===== config.mk =====
export PLATFORM = sky130hd
export DESIGN_NAME = fpdiv_ctrl
export DESIGN_NICKNAME = d
export VERILOG_FILES = /design/src/rtl/fpdiv_pkg.sv /design/src/rtl/fpdiv_ctrl.sv
export SDC_FILE = /design/constraint.sdc
export NUM_CORES = 1
export LEC_CHECK = 0
export CORE_UTILIZATION = 40
export DETAILED_ROUTE_END_ITERATION = 12
export REMOVE_ABC_BUFFERS = 1
export SYNTH_ARGS = -nofsm -noshare
export SYNTH_HDL_FRONTEND = slang
export SYNTH_SLANG_ARGS = --single-unit

===== constraint.sdc =====
create_clock -name clock -period 3.8 [get_ports clock]
set_input_delay 0.76 -clock clock [delete_from_list [all_inputs] [get_ports clock]]
set_output_delay 0.76 -clock clock [all_outputs]
set_load 0.03 [all_outputs]

===== src/rtl/fpdiv_pkg.sv =====
// Shared definitions for the Goldschmidt divider: datapath mux select encodings,
// the sequencer state type and the per-state control word decode.
package fpdiv_pkg;

    localparam logic [1:0] MUXA_K  = 2'b00;
    localparam logic [1:0] MUXA_D  = 2'b01;
    localparam logic [1:0] MUXA_IA = 2'b10;

    localparam logic [1:0] MUXB_D  = 2'b00;
    localparam logic [1:0] MUXB_X  = 2'b01;
    localparam logic [1:0] MUXB_Q  = 2'b10;
    localparam logic [1:0] MUXB_DI = 2'b11;

    typedef enum logic [2:0] {
        StIdle,
        StInitD,
        StInitQ,
        StIterQ,
        StIterD,
        StRem,
        StDone
    } state_e;

    typedef struct packed {
        logic [1:0] sel_muxa;
        logic [1:0] sel_muxb;
        logic       en_a;
        logic       en_b;
        logic       en_c;
        logic       en_r;
        logic       busy;
        logic       done;
    } ctrl_t;

    function automatic ctrl_t decode_state(state_e st);
        ctrl_t c;
        c      = '0;
        c.busy = (st != StIdle);
        unique case (st)
            StIdle: ;
            StInitD: begin
                c.sel_muxa = MUXA_IA;
                c.sel_muxb = MUXB_D;
                c.en_c     = 1'b1;
                c.en_a     = 1'b1;
            end
            StInitQ: begin
                c.sel_muxa = MUXA_IA;
                c.sel_muxb = MUXB_X;
                c.en_b     = 1'b1;
            end
            StIterQ: begin
                c.sel_muxa = MUXA_K;
                c.sel_muxb = MUXB_Q;
                c.en_b     = 1'b1;
            end
            // D and K load on the same edge, so this multiply still sees the old K.
            StIterD: begin
                c.sel_muxa = MUXA_K;
                c.sel_muxb = MUXB_DI;
                c.en_c     = 1'b1;
                c.en_a     = 1'b1;
            end
            StRem: begin
                c.sel_muxa = MUXA_D;
                c.sel_muxb = MUXB_Q;
                c.en_r     = 1'b1;
            end
            StDone: c.done = 1'b1;
            default: c = '0;
        endcase
        return c;
    endfunction

endpackage


===== src/rtl/fpdiv_ctrl.sv =====
// Sequencer for the Goldschmidt divider datapath: seed scaling, ITERS refinement
// steps and the remainder product, with a start/done handshake and abort.
module fpdiv_ctrl
    import fpdiv_pkg::*;
#(
    parameter int unsigned ITERS = 3,
    parameter int unsigned CNT_W = 4
) (
    input  logic       clock,
    input  logic       reset,
    input  logic       start,
    input  logic       abort,
    output logic [1:0] sel_muxa,
    output logic [1:0] sel_muxb,
    output logic       enA,
    output logic       enB,
    output logic       enC,
    output logic       enR,
    output logic       busy,
    output logic       done
);

    localparam logic [CNT_W-1:0] LastIter = CNT_W'(ITERS - 1);

    state_e             state_q, state_d;
    logic [CNT_W-1:0]   iter_cnt_q, iter_cnt_d;
    ctrl_t              ctrl_q;

    always_comb begin
        state_d    = state_q;
        iter_cnt_d = iter_cnt_q;
        if (abort && (state_q != StIdle)) begin
            state_d    = StIdle;
            iter_cnt_d = '0;
        end else begin
            unique case (state_q)
                StIdle:  if (start) state_d = StInitD;
                StInitD: state_d = StInitQ;
                StInitQ: begin
                    state_d    = StIterQ;
                    iter_cnt_d = '0;
                end
                StIterQ: state_d = (iter_cnt_q == LastIter) ? StRem : StIterD;
                StIterD: begin
                    state_d    = StIterQ;
                    iter_cnt_d = iter_cnt_q + CNT_W'(1);
                end
                StRem:   state_d = StDone;
                StDone:  state_d = StIdle;
                default: state_d = StIdle;
            endcase
        end
    end

    // Control word is registered from the next state so outputs come straight off flops.
    always_ff @(posedge clock) begin
        if (reset) begin
            state_q    <= StIdle;
            iter_cnt_q <= '0;
            ctrl_q     <= '0;
        end else begin
            state_q    <= state_d;
            iter_cnt_q <= iter_cnt_d;
            ctrl_q     <= decode_state(state_d);
        end
    end

    assign sel_muxa = ctrl_q.sel_muxa;
    assign sel_muxb = ctrl_q.sel_muxb;
    assign enA      = ctrl_q.en_a;
    assign enB      = ctrl_q.en_b;
    assign enC      = ctrl_q.en_c;
    assign enR      = ctrl_q.en_r;
    assign busy     = ctrl_q.busy;
    assign done     = ctrl_q.done;

endmodule


---- Yosys cells after proc, flatten, opt, wreduce, memory -nomap -nowiden ----
Cells that the tools add are included.
word-level totals
  word-level logic and storage cells ...... 45
  bits in writable memories ............... 0
  register bits ........................... 16
  output and inout port bits .............. 10
  ROM bits ................................ 0
  bits in latches ......................... 0
  memories ................................ 0
operators by class
  eq/ne operators ......................... 12
  divide/modulo/power cells ............... 0
  shift-type cells ........................ 0
  mux-type cells .......................... 10
  order comparisons ....................... 0
  add/sub/neg operators ................... 1
  bitwise gates (word level) .............. 1
  reductions and logical operators ........ 12
  $mul .................................... 0
operators with widths
  cell                 number
  $pmux 4 s5           1
  $eq 3x3->1 const B   5
  $pmux 3 s5           1
  $eq 3x2->1 const B   4
  $reduce_or 2->1      5
  $pmux 4 s2           1
  $reduce_or 7->1      1
  $eq 3x1->1 const B   2
  $logic_not 3->1      2
  $mux 3               2
  $reduce_bool 3->1    2
  $mux 1               5
  $add 4x1->4 const B  1
  $eq 4x2->1 const B   1
  $reduce_bool 2->1    1
  $logic_and 1x1->1    1
  $not 1->1            1

---- Logic depth before layout (Yosys ltp) ----
  word-level depth ........................ 8
  mapped depth ............................ 8
  depth with buffers taken out ............ 7

---- Worst setup path after synthesis ----
No wires, ideal clock.
  kind .................................... input -> register
  from .................................... in abort
  to ...................................... reg ctrl_q (netlist bit sel_muxa[1])
  slack ................................... 1911 ps
  data required time ...................... 3708 ps
  stages .................................. 8
  path buffers ............................ 1
  data arrival time ....................... 1797 ps
  cells stage by stage .................... clkbuf_1 nor2b_1 nand2_1 inv_1 ha_1 nor2_1 mux2i_1 nor4_1
on the way
  cells in the longest elaborated chain, start to end .. 4
  elaborated cells on any way between the ends .. 8
  those cells by class .................... 5 x eq/ne; 2 x mux; 1 x reduce/logical
RTL lines
  what                                      RTL line          RTL
  start: declaration                        fpdiv_ctrl.sv:12  input logic abort,
  $logic_and 1x1->1 *                       fpdiv_ctrl.sv:32  if (abort && (state_q != StIdle)) begin
  $mux 3 *                                  fpdiv_ctrl.sv:32
  via state_d[2]                            fpdiv_ctrl.sv:25  state_e state_q, state_d;
  $eq 3x3->1, or another cell as far along  fpdiv_pkg.sv:39   unique case (st)
  $pmux 4 s5 *                              fpdiv_pkg.sv:39
  end signal: assignment                    fpdiv_ctrl.sv:64  ctrl_q <= decode_state(state_d);
  end: declaration                          fpdiv_ctrl.sv:27  ctrl_t ctrl_q;
Mark *: on every way through the listed nets, which the timed path passes. The rest lies on a longest branch.
A chain may end at the register's enable or synchronous reset.

---- Final worst setup path ----
Ends and elaborated chain as after synthesis.

==> implementation parameters <==
Parameter                              Value

Clock network
  Clock Latency Late Sink ... 0.28 ns
  Clock tree from TritonCTS ... yes
  Number of instances resized during post-cts repair ... 0
  H-tree levels ... 1
  Worst-case clock buffer depth ... 2
  Root Buffer ... clkbuf_4
  Sinks on Clock Net ... 16
  Number of clock buffers inserted by TritonCTS ... 3
  Post-CTS Setup Bufs ... 0
  Clock transition at the register clock pins on the worst setup and hold paths after CTS ... 0.09 ns
  Total of hold buffers inserted after clock tree synthesis ... 0

Timing
  Max-slew headroom at the worst pin ... 51.3%
  Number of pins exceeding their max-slew limit in the final report ... 0
  Final number of hold-violating endpoints ... 0
  Final setup skew ... 0.00405 ns
  Crit path time final ... 2.18 ns
  Highest clock frequency the design can meet ... 458 MHz
  Setup Viol. Count Final ... 0
  Crit share post-route ... 57.4%
  Least-Margin Pin Slew ... 0.730 ns
  Setup repair after global routing missed its margin ... no
  Final TNS setup ... 0 ns

Status
  Outcome ... completed

GRT
  Number of antenna violations at the first check in global routing ... 0
  First-pass GRT wire length ... 2.56 mm
  Grt total ovfl ... 0
  Via count of the first global-routing pass ... 592
  Largest net degree at the start of global routing ... 23
  Overall global routing resource usage ... 16.7%

Placement
  Detailed placement HPWL ... 1.10 mm
  Area of placed instances ... 947 µm²
  Count of buffers from port buffering ... 13
  Final GP Congestion ... 0.750

Synth
  Synthesis Warnings ... 0
  Syn Inst Count ... 93
  Syn Std Cell Area ... 830 µm²
  Sequential share of the synthesized area ... 38.6%
  Average instance area after synthesis ... 8.92 µm²
  Distinct cells, synth ... 38
  Register bit total from synthesis ... 16

Setup path
  Cell count of the worst reg-to-reg path ... 6
  Data arrival time of the worst path ... 2.38 ns
  Source of the worst register-to-register timing path ... state_q[2]
  Launching instance or port of the critical path ... abort
  CP max FO ... 9
  Required time of the worst setup path ... 4.00 ns
  Kind of capture point of the worst setup path ... flop
  Destination of the critical timing path ... sel_muxa[1]
  Critical path startpoint category ... input pin
  FF-to-FF End ... sel_muxa[1]
  Crit path kind ... input pin to flop
  Worst setup slack for register-to-register paths ... 1.85 ns

Detailed routing
  Number of vias in the routed layout ... 683
  DRC violations left ... 0
  Post-Route WL ... 1.66 mm
  Wirelength per Cell ... 12.9 µm
  First drt pass iteration count ... 4
  Max Used Layer ... met4
  Via-per-instance ratio ... 5.29
  Routed wire length on met3 ... 84 µm
  Count of routing violations after the opening detailed-route iteration ... 12
  Residual antenna-violating net count after detailed routing ... 0
  Met1 Wirelength ... 829 µm
  Routed met2 length ... 716 µm

Floorplan
  Die height ... 47.5 µm
  Floorplan Core Area ... 1960 µm²
  Count of standard-cell rows ... 16
  Overall die width ... 47.5 µm
  Initial Util ... 42.3%
  Number of top-level pins ... 14
  Die ar. ... 2260 µm²

Power
  Cell Pwr Density ... 353 nW/µm²
  Leak ... 0.000373 µW
  Power Total ... 347 µW
  Maximum VDD drop ... 0.000163 V

Finish
  Final net count ... 111
  Antenna diode instance count ... 0
  Syn-to-layout area delta ... 18.6%
  Fraction of layout instances using a drive strength above 1 ... 6.86%
  Final Instance Area ... 983 µm²

Flow run
  Number of violations of the max-capacitance limit ... 0

Hold path
  Origin of the worst min-delay path ... iter_cnt_q[1]
  Class of the most critical hold timing path ... flop to flop
==> cells in the mapped netlist <==
cell type	number	area (µm²)
dfxtp_1	16	320
nor2_1	8	30.0
a21oi_1	6	30.0
nor2b_1	5	31.3
buf_2	4	20.0
ha_1	4	50.1
nor3b_1	4	30.0
o21ai_0	4	20.0
inv_1	3	11.3
nand2_1	3	11.3
o21bai_1	3	22.5
a21o_1	2	15.0
clkbuf_1	2	7.51
nand4b_1	2	17.5
or2_1	2	12.5
or3_1	2	12.5
or4b_1	2	20.0
a211oi_2	1	12.5
a2bb2oi_1	1	8.76
a31oi_1	1	6.26
and2_2	1	7.51
and3_1	1	6.26
buf_4	1	7.51
buf_6	1	11.3
mux2i_1	1	10.0
nand2b_1	1	6.26
nand3_1	1	5.00
nand3b_1	1	7.51
nor3_1	1	5.00
nor4_1	1	6.26
nor4b_1	1	8.76
o21a_1	1	7.51
o21ai_1	1	5.00
o21ba_2	1	10.0
o311a_1	1	10.0
o32ai_1	1	8.76
xnor2_1	1	8.76
xor2_1	1	8.76
==> critical path, cell delays in order <==
cell	delay, ns
clkdlybuf4s50_1	0.55
nor2b_1	0.30
nand2_1	0.11
inv_1	0.07
ha_1	0.25
nor2_1	0.10
mux2i_1	0.08
nor4_1	0.16
==> state kept, by name, summed over array words and instances, names as in the netlist <==
register and cells:
enB 1, iter_cnt_q 4, state_q 3, sel_muxa 2
done 1, enC 1, enR 1, busy 1
sel_muxb 2
==> metrics by stage <==
stage	setup WS [ns]	utilization, %	instances	hold WS, ns
global route	1.45	50.1	129	0.558
global placement	1.38	48.3	125	0.502
detailed placement	1.31	48.3	125	0.506
finish	1.62	50.1	129	0.511
floorplan	2.10	-	85	0.477
CTS	1.61	50.1	129	0.518
==> placed cells by master, fill, tap and decap left out, types with 3 or more instances in the layout <==
cell              n
dfxtp_1          16
clkdlybuf4s50_1  13
nor2_1            8
a21oi_1           6
nor2b_1           5
nor3b_1           4
o21ai_0           4
ha_1              4
nand2_1           3
inv_1             3
o21bai_1          3
clkbuf_4          3
==> final cells by class <==
type                    instances  area [µm²]
clock buffers                   4        36.3
fillers                       209         978
inverters                       3        11.3
multi-input cells              66         452
flip-flops and latches         16         320
well taps                      27        33.8
repair buffers                 13         130
==> layer usage <==
layer | vias to the layer above | GRT usage [%]
met5 | - | 0
met4 | 0 | 8.33
met3 | 4 | 3.40
met2 | 15 | 27.4
met1 | 318 | 20.9
li1 | 346 | -
==> cell families after synthesis <==
kind of cell	after synthesis	share of synthesized area, %
AO/OA/AOI/OAI	23	18.9
XOR/XNOR	2	2.11
adder cells (fa/ha/maj)	4	6.03
buffers and inverters	11	6.94
flip-flops	16	38.6
multiplexers	1	1.21
AND/OR/NAND/NOR	36	26.2
==> report_power, final <==
group	switching [µW]	internal (µW)
clock network	53.3	58.3
logic	27.2	24.7
registers	10.0	173
==> worst min path at each step <==
| stage | endpoint | slack, ns | cells past startpoint |
|---|---|---|---|
| floorplan | iter_cnt_q[1] | 0.48 | 2 |
| global placement | iter_cnt_q[1] | 0.50 | 2 |
| detailed placement | iter_cnt_q[1] | 0.51 | 2 |
| CTS | iter_cnt_q[1] | 0.52 | 2 |
| global route | iter_cnt_q[1] | 0.56 | 2 |
| finish | iter_cnt_q[1] | 0.51 | 2 |
No activity file was read; power rests on OpenSTA's default activity.
